--- src/rtl/mem_arbiter.sv ---
// mem_arbiter: shares a single memory port between a fetch requester and a data requester.
// Define MEM_ARB_TIMEOUT_EN to add a 255-cycle wait timeout that raises a sticky err flag.
module mem_arbiter (
  input  logic        clk,
  input  logic        rst,
  input  logic        if_req,
  input  logic [15:0] if_addr,
  input  logic        dm_rd,
  input  logic        dm_wr,
  input  logic [15:0] dm_addr,
  input  logic [15:0] dm_wdata,
  output logic        if_done,
  output logic [15:0] if_data,
  output logic        dm_done,
  output logic [15:0] dm_rdata,
  output logic        stall_if,
  output logic        stall_mem,
  output logic        mem_en,
  output logic        mem_wr,
  output logic [15:0] mem_addr,
  output logic [15:0] mem_wdata,
  input  logic        mem_done,
  input  logic [15:0] mem_rdata,
  output logic        err
);

  typedef enum logic [2:0] {IDLE, IF_WAIT, DM_WAIT, IF_RESP, DM_RESP} arbState_t;

  arbState_t   stateQ, stateD;
  logic        dmReq, grantDm, grantIf;
  logic        lastGrantDm, dmIsWrite;
  logic        timeout, waitDone;
  logic [15:0] captureData;

  // Fairness: on a conflict the side that did not win last time is granted.
  assign dmReq       = dm_rd | dm_wr;
  assign grantDm     = dmReq & (~if_req | ~lastGrantDm);
  assign grantIf     = if_req & ~grantDm;
  assign waitDone    = mem_done | timeout;
  assign captureData = mem_done ? mem_rdata : 16'h0000;

`ifdef MEM_ARB_TIMEOUT_EN
  logic [7:0] waitCnt;

  assign timeout = (waitCnt == 8'hFF) & ~mem_done;

  always_ff @(posedge clk or posedge rst) begin
    if (rst) begin
      waitCnt <= '0;
      err     <= 1'b0;
    end else begin
      if (stateQ == IF_WAIT || stateQ == DM_WAIT) waitCnt <= waitCnt + 8'd1;
      else                                        waitCnt <= '0;
      if (timeout) err <= 1'b1;
    end
  end
`else
  assign timeout = 1'b0;
  assign err     = 1'b0;
`endif

  // NOTE: sequential state uses non-blocking assignments so every flop samples pre-edge values.
  always_ff @(posedge clk or posedge rst) begin
    if (rst) stateQ <= IDLE;
    else     stateQ <= stateD;
  end

  // NOTE: the default assignment first keeps this combinational block free of inferred latches.
  always_comb begin
    stateD = stateQ;
    unique case (stateQ)
      IDLE: begin
        if (grantDm)      stateD = DM_WAIT;
        else if (grantIf) stateD = IF_WAIT;
      end
      IF_WAIT: if (waitDone) stateD = IF_RESP;
      DM_WAIT: if (waitDone) stateD = DM_RESP;
      IF_RESP, DM_RESP: stateD = IDLE;
      default: stateD = IDLE;
    endcase
  end

  always_comb begin
    if_done   = (stateQ == IF_RESP);
    dm_done   = (stateQ == DM_RESP);
    stall_if  = if_req & ~if_done;
    stall_mem = dmReq & ~dm_done;
  end

  // Command register: mem_en is a one-cycle pulse in the first wait cycle.
  always_ff @(posedge clk or posedge rst) begin
    if (rst) begin
      mem_en      <= 1'b0;
      mem_wr      <= 1'b0;
      mem_addr    <= '0;
      mem_wdata   <= '0;
      dmIsWrite   <= 1'b0;
      lastGrantDm <= 1'b0;
    end else begin
      mem_en <= 1'b0;
      mem_wr <= 1'b0;
      if (stateQ == IDLE && grantDm) begin
        mem_en      <= 1'b1;
        mem_wr      <= dm_wr;
        mem_addr    <= dm_addr;
        mem_wdata   <= dm_wdata;
        dmIsWrite   <= dm_wr;
        lastGrantDm <= 1'b1;
      end else if (stateQ == IDLE && grantIf) begin
        mem_en      <= 1'b1;
        mem_addr    <= if_addr;
        lastGrantDm <= 1'b0;
      end
    end
  end

  // Captured data persists until the next completion; writes leave dm_rdata alone.
  always_ff @(posedge clk or posedge rst) begin
    if (rst) begin
      if_data  <= '0;
      dm_rdata <= '0;
    end else begin
      if (stateQ == IF_WAIT && waitDone)               if_data  <= captureData;
      if (stateQ == DM_WAIT && waitDone && !dmIsWrite) dm_rdata <= captureData;
    end
  end

endmodule
--- config.mk ---
export PLATFORM = sky130hd
export DESIGN_NAME = mem_arbiter
export DESIGN_NICKNAME = d
export VERILOG_FILES = /design/src/rtl/mem_arbiter.sv
export SDC_FILE = /design/constraint.sdc
export NUM_CORES = 1
export LEC_CHECK = 0
export CAP_MARGIN = 20
export CELL_PAD_IN_SITES_DETAIL_PLACEMENT = 0
export CELL_PAD_IN_SITES_GLOBAL_PLACEMENT = 2
export CORE_MARGIN = 2
export CORE_UTILIZATION = 23
export CTS_CLUSTER_SIZE = 16
export DETAILED_ROUTE_END_ITERATION = 10
export PLACE_DENSITY_LB_ADDON = 0.1
export SLEW_MARGIN = 0
export SYNTH_ARGS = -nofsm -noshare
export SYNTH_HDL_FRONTEND = slang
export SYNTH_SLANG_ARGS = --single-unit
--- constraint.sdc ---
create_clock -name clk -period 2.25 [get_ports clk]
set_clock_uncertainty 0.15 [all_clocks]
set_input_delay 0.3375 -clock clk [delete_from_list [all_inputs] [get_ports clk]]
set_output_delay 0.3375 -clock clk [all_outputs]
set_load 0.02 [all_outputs]
==> flow_summary.json <==
{
  "drt_first_iter_violations": 35,
  "timing.final.crit_share_pct": 96.1,
  "chipWidth_um": 117,
  "p_clk_share_pct": 20.7,
  "wl_um": 7370,
  "finalSetupViolations": 0,
  "clock_tree.htree_level_count": 3,
  "worstReg2RegStart": "stateQ[2]",
  "ys_warn_count": 0,
  "power.density_nw_per_um2": 1500,
  "clk_pin_slew_ps": 60,
  "setup_total_neg_slack_ps": 0,
  "worst_ep_required_time_ps": 1760,
  "p_sw_share_pct": 33.6,
  "die_area_um2": 13600,
  "critical_path_type": "reg2out",
  "syn-instance-count": 188,
  "routability_congestion": 0.660,
  "power.combinational.fraction_pct": 48.7,
  "numCtsBuffers": 9,
  "insertedDiodeCount": 0,
  "worst-r2r-cell-count": 5,
  "rsz0062_at_grt": "false",
  "place.port_buffers": 139,
  "postCtsSetupBuffers": 0,
  "initial_utilization_pct": 23.4,
  "routed_via_density": 4.02,
  "synth-seq-area-share_pct": 60.7,
  "vias": 2069,
  "power.internal_w": 0.00493,
  "power.leakage_nw": 2.03,
  "gr-total-overflow": 0,
  "drive_gt1_share_pct": 28.0,
  "vdd.ir_drop.worst_v": 0.000516,
  "worstPathArrival_ps": 1680,
  "nNetsFinal": 408,
  "floorplan.die.height_um": 117,
  "top_level_ports": 141,
  "drv_cap": 0,
  "hold_violations": 0,
  "finalWorstPathRequiredPeriod_ps": 2160,
  "drt_pass1_iterations": 4,
  "post_drt_antenna_nets": 0,
  "mapped_nets": 258,
  "seqPwrFrac_pct": 30.6,
  "route.detailed.wl_per_inst_um": 14.3,
  "ys_types": 23,
  "tritoncts": "done",
  "total_core_area_um2": 12500,
  "switchingPower_w": 0.00249,
  "status": "finished clean",
  "cts_root_buffer_type": "sky130_fd_sc_hd__clkbuf_16",
  "clkLatencyLatePin_ps": 330,
  "syn_area_um2": 2930,
  "regToRegSetupSlack_ps": 350,
  "final_max_slew_viol_count": 0,
  "critPathCapture": "dm_done",
  "startpoint_type": "register",
  "fin_util_pct": 39.5,
  "maximum_number_of_pins_on_one_net_before_global_route_repair": 72,
  "cts_buffer_depth": 2,
  "wire_length_of_the_first_global_routing_pass_um": 11900,
  "grt_util_all_layers_pct": 11.5,
  "drc_errors": 0,
  "critical_path.endpoint_type": "primary output",
  "critical_path.max_fanout": 6,
  "timing.hold.worst.class": "in2async",
  "max_freq_ghz": 0.462,
  "synthToLayoutAreaGrowth_pct": 69.0,
  "dpl.hpwl_um": 5280,
  "worstSetupStartpoint": "stateQ[0]",
  "via_count_of_the_first_global_routing_pass": 2224,
  "tritoncts_num_sinks": 71,
  "initial_antenna_violation_count": 0,
  "worstReg2RegEnd": "dm_rdata[4]",
  "postSynthAreaPerCell_um2": 15.6,
  "synth-seq-cells": 71,
  "rows": 41
}
[power by group through the flow]
stage | sequential, W | combinational, W | clock (W)
final | 0.00227 | 0.00361 | 0.00153
after global routing | 0.00237 | 0.00387 | 0.00166
after CTS | 0.00228 | 0.00368 | 0.00160
after detailed placement | 0.00229 | 0.00367 | 0
after global placement | 0.00228 | 0.00366 | 0
after floorplan | 0.00301 | 0.00117 | 0
[layout by cell type, fill, tap and decap left out]
master	n
sky130_fd_sc_hd__clkbuf_8	1
sky130_fd_sc_hd__dlymetal6s2s_1	1
sky130_fd_sc_hd__dfrtp_1	70
sky130_fd_sc_hd__nor2_1	3
sky130_fd_sc_hd__inv_1	1
sky130_fd_sc_hd__and3_1	1
sky130_fd_sc_hd__clkdlybuf4s50_1	138
sky130_fd_sc_hd__nand2_1	2
sky130_fd_sc_hd__a2bb2oi_2	1
sky130_fd_sc_hd__clkinv_4	1
sky130_fd_sc_hd__buf_12	5
sky130_fd_sc_hd__o21ai_0	3
sky130_fd_sc_hd__nor3_1	3
sky130_fd_sc_hd__nor2b_2	1
sky130_fd_sc_hd__clkinv_2	1
sky130_fd_sc_hd__mux2_2	61
sky130_fd_sc_hd__nor3b_1	1
sky130_fd_sc_hd__bufinv_16	2
sky130_fd_sc_hd__clkinvlp_4	2
sky130_fd_sc_hd__dfrtp_2	1
sky130_fd_sc_hd__nor3b_2	1
sky130_fd_sc_hd__buf_4	5
sky130_fd_sc_hd__clkbuf_1	1
sky130_fd_sc_hd__nor3_2	1
sky130_fd_sc_hd__mux2_1	19
sky130_fd_sc_hd__nor4b_4	1
sky130_fd_sc_hd__conb_1	1
sky130_fd_sc_hd__inv_2	1
sky130_fd_sc_hd__clkbuf_16	9
sky130_fd_sc_hd__nand2_2	1
sky130_fd_sc_hd__nor2b_1	2
sky130_fd_sc_hd__a21o_1	1
sky130_fd_sc_hd__nor4bb_2	1
[timing repair]
item / 4_1_cts / 5_1_grt
resized for setup: 1 / 2
setup endpoints to repair: 2 / 3
hold buffers: 0 / 0
[synth_stat cells]
master | count | area [um^2]
sky130_fd_sc_hd__a21o_1 | 1 | 7.51
sky130_fd_sc_hd__a2bb2oi_1 | 1 | 8.76
sky130_fd_sc_hd__and3_1 | 1 | 6.26
sky130_fd_sc_hd__buf_1 | 1 | 3.75
sky130_fd_sc_hd__buf_2 | 3 | 15.0
sky130_fd_sc_hd__buf_4 | 4 | 30.0
sky130_fd_sc_hd__buf_6 | 2 | 22.5
sky130_fd_sc_hd__conb_1 | 1 | 3.75
sky130_fd_sc_hd__dfrtp_1 | 71 | 1780
sky130_fd_sc_hd__inv_1 | 2 | 7.51
sky130_fd_sc_hd__inv_2 | 1 | 3.75
sky130_fd_sc_hd__mux2_1 | 19 | 214
sky130_fd_sc_hd__mux2_2 | 61 | 687
sky130_fd_sc_hd__nand2_1 | 2 | 7.51
sky130_fd_sc_hd__nand2_2 | 1 | 6.26
sky130_fd_sc_hd__nor2_1 | 3 | 11.3
sky130_fd_sc_hd__nor2b_1 | 3 | 18.8
sky130_fd_sc_hd__nor3_1 | 3 | 15.0
sky130_fd_sc_hd__nor3_2 | 1 | 10.0
sky130_fd_sc_hd__nor3b_1 | 2 | 15.0
sky130_fd_sc_hd__nor4b_4 | 1 | 23.8
sky130_fd_sc_hd__nor4bb_2 | 1 | 16.3
sky130_fd_sc_hd__o21ai_0 | 3 | 15.0
[metrics by stage]
step / area [um^2] / hold slack, ps / worst slack, ps / power, W / instances
detailed placement: 4610 / 324 / -1.69 / 0.00596 / 499
global route: 4940 / 342 / 0.797 / 0.00790 / 515
floorplan: 2930 / 300 / 415 / 0.00418 / 188
CTS: 4940 / 329 / 38.1 / 0.00756 / 515
finish: 4940 / 307 / 86.9 / 0.00742 / 515
global placement: 4610 / 320 / 5.02 / 0.00594 / 499
[worst min-delay path by stage]
stage | startpoint | to
2_1_floorplan | dmIsWrite | dmIsWrite
3_3_place_gp | if_data[6] | if_data[6]
3_5_place_dp | if_data[1] | if_data[1]
4_1_cts | rst | if_data[0]
5_1_grt | if_data[1] | if_data[1]
6_report | rst | if_data[0]
[registers in the layout (all words and copies together) (netlist names)]
name	flops
lastGrantDm	1
mem_wdata	16
mem_en	1
dm_rdata	16
if_data	16
dmIsWrite	1
stateQ	3
mem_wr	1
mem_addr	16
[kinds of logic (layout without fill, tap and decap cells)]
kind of cell / count (synthesis) / count (layout) / synth area share, %
multiplexers: 80 / 80 / 30.8
flip-flops: 71 / 71 / 60.7
AND/OR/NAND/NOR: 18 / 18 / 4.45
buffers and inverters: 13 / 168 / 2.82
AO/OA/AOI/OAI: 5 / 5 / 1.07
other: 1 / 1 / 0.128
[worst max-delay path, stage by stage (launching register included)]
cell and delay (ps):
sky130_fd_sc_hd__dfrtp_2 460, sky130_fd_sc_hd__nor3b_2 250, sky130_fd_sc_hd__clkdlybuf4s50_1 650
[routing by layer]
metal / track usage (%) / part of all wire (%) / vias up
met5: 0 / 0 / -
met4: 4.71 / 1.6 / 0
met3: 4.84 / 9.8 / 11
met2: 17.2 / 46 / 80
met1: 14.9 / 43 / 1015
li1: - / - / 963
[area by class of cell]
cell class,instances,area [um^2]
Timing Repair Buffer,149,1530
Clock buffer,11,243
Inverter,3,15.0
Sequential cell,71,1780
Tap cell,172,215
Multi-Input combinational cell,104,1080
Fill cell,1256,7570
Clock inverter,5,81.3
Power figures use the tool's default switching activity.
